--- src/rtl/aes_enc_ctrl.sv ---
// Sequencer for a byte-serial AES encryption core: streams key/plaintext in MSB-first,
// collects 16 ciphertext bytes, hands the 128-bit result to a consumer; watchdog on core stalls.
//
// state   | meaning
// CRST    | core held in reset, then IDLE
// IDLE    | accepting a key/plaintext request
// LOAD    | streaming key/state byte pairs to the core
// WAIT    | waiting for the first ciphertext byte (watchdog running)
// COLLECT | gathering ciphertext bytes (watchdog runs in gaps)
// DONE    | result held until the consumer takes it
module aes_enc_ctrl #(
    parameter int TIMEOUT_CYCLES  = 256,
    parameter int CORE_RST_CYCLES = 2
) (
    input  logic         clk,
    input  logic         rst,
    input  logic         in_valid,
    output logic         in_ready,
    input  logic [127:0] in_key,
    input  logic [127:0] in_block,
    output logic         out_valid,
    input  logic         out_ready,
    output logic [127:0] out_block,
    output logic         busy,
    output logic         timeout_err,
    output logic         core_rst,
    output logic         core_enable,
    output logic [7:0]   core_key_byte,
    output logic [7:0]   core_state_byte,
    input  logic         core_load,
    input  logic         core_ready,
    input  logic [7:0]   core_out_byte
);

    localparam logic [2:0] S_CRST    = 3'd0;
    localparam logic [2:0] S_IDLE    = 3'd1;
    localparam logic [2:0] S_LOAD    = 3'd2;
    localparam logic [2:0] S_WAIT    = 3'd3;
    localparam logic [2:0] S_COLLECT = 3'd4;
    localparam logic [2:0] S_DONE    = 3'd5;

    localparam int WDW = $clog2(TIMEOUT_CYCLES + 1);
    localparam int RCW = (CORE_RST_CYCLES > 1) ? $clog2(CORE_RST_CYCLES) : 1;
    localparam logic [WDW-1:0] WD_LAST = WDW'(TIMEOUT_CYCLES - 1);
    localparam logic [WDW-1:0] WD_TOP  = WDW'(TIMEOUT_CYCLES);
    localparam logic [RCW-1:0] RC_LOAD = RCW'(CORE_RST_CYCLES - 1);

    logic [2:0]     state;
    logic [4:0]     cnt;
    logic [WDW-1:0] wdog;
    logic [RCW-1:0] rcnt;
    logic [127:0]   key_sr;
    logic [127:0]   blk_sr;

    always_ff @(posedge clk) begin
        if (!rst) begin
            state       <= S_CRST;
            cnt         <= '0;
            wdog        <= '0;
            rcnt        <= RC_LOAD;
            key_sr      <= '0;
            blk_sr      <= '0;
            out_block   <= '0;
            timeout_err <= 1'b0;
        end else begin
            timeout_err <= 1'b0;
            case (state)
                S_CRST: begin
                    if (rcnt == '0) state <= S_IDLE;
                    else            rcnt  <= rcnt - RCW'(1);
                end
                S_IDLE: begin
                    if (in_valid) begin
                        key_sr <= in_key;
                        blk_sr <= in_block;
                        cnt    <= '0;
                        state  <= S_LOAD;
                    end
                end
                S_LOAD: begin
                    if (core_load) begin
                        key_sr <= {key_sr[119:0], 8'h00};
                        blk_sr <= {blk_sr[119:0], 8'h00};
                        cnt    <= cnt + 5'd1;
                        if (cnt == 5'd15) begin
                            state <= S_WAIT;
                            wdog  <= '0;
                        end
                    end
                end
                S_WAIT, S_COLLECT: begin
                    // core_ready wins over a coinciding timeout
                    if (core_ready) begin
                        out_block <= {out_block[119:0], core_out_byte};
                        wdog      <= '0;
                        if (state == S_WAIT) begin
                            cnt   <= 5'd1;
                            state <= S_COLLECT;
                        end else begin
                            cnt <= cnt + 5'd1;
                            if (cnt == 5'd15) state <= S_DONE;
                        end
                    end else begin
                        if (wdog < WD_TOP) wdog <= wdog + WDW'(1);
                        if (wdog >= WD_LAST) begin
                            timeout_err <= 1'b1;
                            out_block   <= '0;
                            rcnt        <= RC_LOAD;
                            state       <= S_CRST;
                        end
                    end
                end
                S_DONE: begin
                    if (out_ready) state <= S_IDLE;
                end
                default: begin
                    rcnt  <= RC_LOAD;
                    state <= S_CRST;
                end
            endcase
        end
    end

    assign in_ready        = (state == S_IDLE);
    assign busy            = (state != S_IDLE);
    assign out_valid       = (state == S_DONE);
    assign core_rst        = (state == S_CRST);
    assign core_enable     = (state == S_LOAD) || (state == S_WAIT);
    assign core_key_byte   = (state == S_LOAD) ? key_sr[127:120] : 8'h00;
    assign core_state_byte = (state == S_LOAD) ? blk_sr[127:120] : 8'h00;

endmodule
--- config.mk ---
export PLATFORM = sky130hd
export DESIGN_NAME = aes_enc_ctrl
export DESIGN_NICKNAME = d
export VERILOG_FILES = /design/src/rtl/aes_enc_ctrl.sv
export SDC_FILE = /design/constraint.sdc
export NUM_CORES = 1
export LEC_CHECK = 0
export CORE_ASPECT_RATIO = 1.4
export CORE_MARGIN = 3
export CORE_UTILIZATION = 40
export DETAILED_ROUTE_END_ITERATION = 16
export PLACE_DENSITY = 0.67
export SYNTH_ARGS = -nofsm -noshare
export SYNTH_HDL_FRONTEND = slang
export SYNTH_SLANG_ARGS = --single-unit
--- constraint.sdc ---
create_clock -name clk -period 4.2 [get_ports clk]
set_input_delay 0.84 -clock clk [delete_from_list [all_inputs] [get_ports clk]]
set_output_delay 0.84 -clock clk [all_outputs]
set_load 0.1 [all_outputs]
# Yosys cells after proc, flatten, opt, wreduce, memory -nomap -nowiden
# Cells that the tools add are included.
# word_totals
ff_bits	403
out_inout_bits	150
word_cells	84
# op_classes
n_addsub	3
magnitude_cmp	2
eq_ne	18
n_mux	35
bitwise_logic	3
reduce_logical	15
# ops
operator	count
$mux W128	6
$pmux W128 S2	2
$mux W9	4
$mux W3	9
$mux W5	4
$pmux W9 S2	1
$mux W8	2
$pmux W3 S5	1
$pmux W5 S3	1
$ne A2 B2 Y1 const B	7
$add A9 B1 Y9 const B	1
$ge A9 B8 Y1 const B	1
$lt A9 B9 Y1 const B	1
$reduce_and A4 Y1	2
$reduce_and A7 Y1	1
$eq A3 B2 Y1 const B	2
$eq A3 B3 Y1 const B	2
$ne A3 B3 Y1 const B	2
$reduce_and A3 Y1	2
$reduce_bool A2 Y1	3
$reduce_or A3 Y1	2
$add A5 B1 Y5 const B	1
$eq A5 B4 Y1 const B	1
$mux W1	4
12 further kinds	14

# Longest topological paths before layout
# depth
word_depth	5
depth_mapped	9
depth_no_buf	9

# Worst setup path after synthesis
# OpenSTA, ideal clock, no wires.
# synth_path
path_kind	reg-to-output
startpoint	register state[0]
endpoint	output core_rst
arrival_time_ps	2752
t_required_ps	3360
slack_ps	608
path_stages_with_launch	4
n_path_buf	2
cell_sequence	dfxtp_1 > buf_4 > buf_2 > nor3_1
# synth_via
elab_chain_cells	1
# synth_lines
element	line	rtl
from (decl)	48	logic [2:0] state;
from (signal assigned)	57	state <= S_CRST;
from (signal assigned)	69	if (rcnt == '0) state <= S_IDLE;
from (signal assigned)	77	state <= S_LOAD;
$logic_not A3 Y1	127	assign core_rst = (state == S_CRST);
to (decl)	26	output logic core_rst,
# No other way between the ends.

# Final worst setup path
# layout_path
startpoint	register state[1]
endpoint	output core_key_byte[1]
# layout_via
elab_chain_cells	2
# layout_lines
element	line	rtl
$eq A3 B2 Y1	129	assign core_key_byte = (state == S_LOAD) ? key_sr[127:120] : 8'h00;
$mux W8	129	
to (decl)	28	output logic [7:0] core_key_byte,
# No other way between the ends.

==> metrics.md <==
| Metric | Value |
|---|---|
| Status | `completed` |
| Largest net degree at the start of global routing | `131` |
| Pleak | `slightly below 0.008 µW` |
| Synth Flop Type | `dfxtp_1` |
| Layout cells sized above 1 | `under 10%` |
| First-pass GRT wire length | `approximately 80,000 µm` |
| CP startpoint kind | `flip-flop` |
| Power share of the clock group | `28.7%` |
| CTS tree | `yes` |
| Max Slew Vio Count | `0` |
| Actual slew at the worst max-slew pin | `roughly 1.1 ns` |
| Setup Viol. Count Final | `0` |
| Post-synthesis cell type count | `53` |
| Switching power | `approximately 4500 µW` |
| Nature of the critical path endpoint | `primary output` |
| CTS buffer count | `42` |
| Syn Inst Count | `2,005` |
| Remaining DRCs | `0` |
| Placement Rows | `87` |
| Fill cell count | `between 3,000 and 4,000` |
| EDFF count, synth | `0` |
| Routed wire length | `about 52,000 µm` |
| Fin Setup TNS | `0 ns` |
| # Post-CTS Setup Buffers | `0` |
| Vias | `approximately 15,000` |
| PD cells | `between 500 and 600 nW/µm²` |
| Post-DRT Antenna Nets | `0` |
| Full die area | `~44,000 µm²` |
| Placeable Area | `between 40,000 and 50,000 µm²` |
| Nets | `2,579` |
| Vias in the first global route | `between 10,000 and 15,000` |
| DR iter-0 viols | `~1,000` |
| Die X-Extent | `178 µm` |
| Sink Count | `403` |
| Relative slew slack | `28.2%` |
| Gr usage total | `22.6%` |
| Core Util, Final | `between 50% and 60%` |
| Crit path kind | `reg -> out` |
| Die Y | `246 µm` |
| Combinational cell fraction of total power | `just over 30%` |
| Grt ovf | `0` |
| CTS Root Cell | `clkbuf_16` |
| First drt pass iteration count | `6` |
| Period utilisation layout | `~84%` |
| Synthesized flop and latch total | `403` |
| WL/cell | `18.2 µm` |
| Post-Syn Nets | `approximately 2,300` |
| Final hold vios | `0` |
| Required @ worst endpoint | `around 3.4 ns` |
| Minimum clock period | `roughly 3.5 ns` |
| Sw Share | `a little over a third` |
| Flop-to-flop setup slack | `approximately 1.5 ns` |
| I/O pin cnt | `420` |
| Crit-path max FO | `slightly above 60` |
| Number of max-cap violations | `0` |
| Vias/cell | `5.38` |
| Fraction of registers with async set/reset | `0%` |
| Dpl cells | `~2,800` |
| Worst skew pair latency | `approximately 0.55 ns` |
| Post-DP HPWL | `roughly 35,000 µm` |
| Min-delay worst type | `reg -> reg` |
| Clock Tree Buf Depth | `3` |
| Area grow syn2layout | `33.6%` |
| Clock transition at path regs | `~0.06 ns` |
| VDD IR max | `0.342 mV` |
| Gpl congestion | `0.829` |
| H-tree depth | `2` |
| Sequential-to-total area share from yosys stat | `slightly below 50%` |
| Worst EP arrival | `between 2 and 3 ns` |
| Avg Cell Area, Syn | `between 8 and 9 µm²` |
| Int Pwr | `between 8000 and 9000 µW` |
| Non-filler cells, final | `approximately 2,900` |
| Hold buffer count at cts | `0` |
| Synth Cell Area | `16,500 µm²` |
| Ys Warns | `0` |
| Initial antenna violation count | `3` |
| Port Buffers | `419` |
| CTS resizes | `0` |
| Worst Skew | `0.0150 ns` |
| Initial Util | `40.8%` |
| RSZ-0062 raised after global routing | `false` |
| Part of the power in registers | `40.5%` |
| Fmax achieved | `roughly 280 MHz` |
-- metal layers --
layer,routed length (µm),vias to the layer above,global-route usage [%]
met2,25600,470,39.2
met5,10,-,0
met1,20900,7275,27.0
met3,4240,77,6.40
li1,-,7602,-
met4,1390,2,6.54
-- power by group through the flow --
stage          Sequential [µW]  Combinational, µW  Clock (µW)
6_report                  5150               3920        3650
4_1_cts                   5160               3930        3740
3_5_place_dp              5230               3910           0
2_1_floorplan             5100               3050           0
3_3_place_gp              5210               3810           0
5_1_grt                   5260               4370        3890
-- registers in the layout, summed over array words and instances (netlist names) --
signal,flops
state,3
out_block,128
wdog,9
rcnt,1
cnt,5
blk_sr,128
timeout_err,1
key_sr,128
-- metrics by stage --
step	instance area [µm²]	hold slack [ns]	power [µW]	setup WS, ns
5_1_grt	22000	0.467	13500	0.467
3_3_place_gp	20700	0.438	9020	1.28
4_1_cts	22000	0.453	12800	0.629
3_5_place_dp	20700	0.445	9140	1.23
6_report	22100	0.453	12700	0.679
2_1_floorplan	16500	0.432	8150	0.608
-- cell usage after synthesis, types with 2 or more instances --
cell	instances	area (µm²)
and3_1	3	18.8
a31oi_1	4	25.0
nor2_1	377	1420
mux2i_1	3	30.0
nand3b_1	3	22.5
and2_1	17	106
o21ai_0	10	50.1
nand2_1	514	1930
nand2b_1	5	31.3
inv_1	5	18.8
a311oi_1	241	2110
mux2_2	2	22.5
buf_2	94	470
o21ai_1	2	10.0
nor3_1	3	15.0
a21oi_1	26	130
nand3_1	24	120
nor2_2	3	18.8
a21oi_2	2	17.5
nor2b_1	6	37.5
clkbuf_1	66	248
buf_6	26	293
nor4bb_1	2	20.0
dfxtp_1	403	8070
ha_1	4	50.1
buf_4	6	45.0
a22oi_1	128	961
-- path summary, 6_finish.rpt --
kind / from / to / cells after the start
worst max-delay path: state[1]$_SDFFE_PN0P_ / core_key_byte[1] / 5
worst min-delay path: cnt[4]$_SDFFE_PN0P_ / cnt[4]$_SDFFE_PN0P_ / 2
worst max register to register: state[1]$_SDFFE_PN0P_ / blk_sr[29]$_SDFFE_PN0P_ / 5
worst min register to register: cnt[4]$_SDFFE_PN0P_ / cnt[4]$_SDFFE_PN0P_ / 2
-- cell type report --
type | count | area [µm²] | area share, %
sequential | 403 | 8070 | 36.6
tap | 534 | 668 | 3.03
inverter | 6 | 30.0 | 0.136
multi-input combinational | 1404 | 7400 | 33.6
timing repair buffer | 448 | 4530 | 20.6
clock inverter | 16 | 143 | 0.647
clock buffer | 56 | 1200 | 5.46
antenna | 2 | 5.00 | 0.0227
-- layout by cell type (no fill, tap or decap), types with 3 or more instances in the layout --
cell             count
and3_1               3
nor2_1             377
a31oi_1              4
nand2b_1             5
clkbuf_1             5
a21oi_1             25
clkinv_2             8
clkinvlp_4           3
nand3_1             24
nand3b_1             3
and2_1              17
mux2i_1              3
nor3_1               3
buf_12              14
a22oi_1            128
dfxtp_1            403
nand2_1            514
inv_1                5
o21ai_0             10
a311oi_1           241
clkdlybuf4s50_1    398
clkbuf_16           43
buf_4               36
nor2b_1              6
clkbuf_8             8
ha_1                 4
-- worst max-delay path, cell delays in order, from the launching register on --
cell,delay [ns]
dfxtp_1,0.64
nand2b_1,0.29
nor2_4,0.39
buf_12,0.32
and2_1,0.19
buf_4,0.29
-- cell families after synthesis --
kind of cell | Yosys count | share of synthesized area (%)
compound gates | 428 | 20.9
xor+xnor | 1 | 0.0531
mux | 5 | 0.318
simple gates | 966 | 23.1
buf+inv | 198 | 6.53
flops | 403 | 48.9
fa+ha+maj | 4 | 0.303
Power figures use the tool's default switching activity.
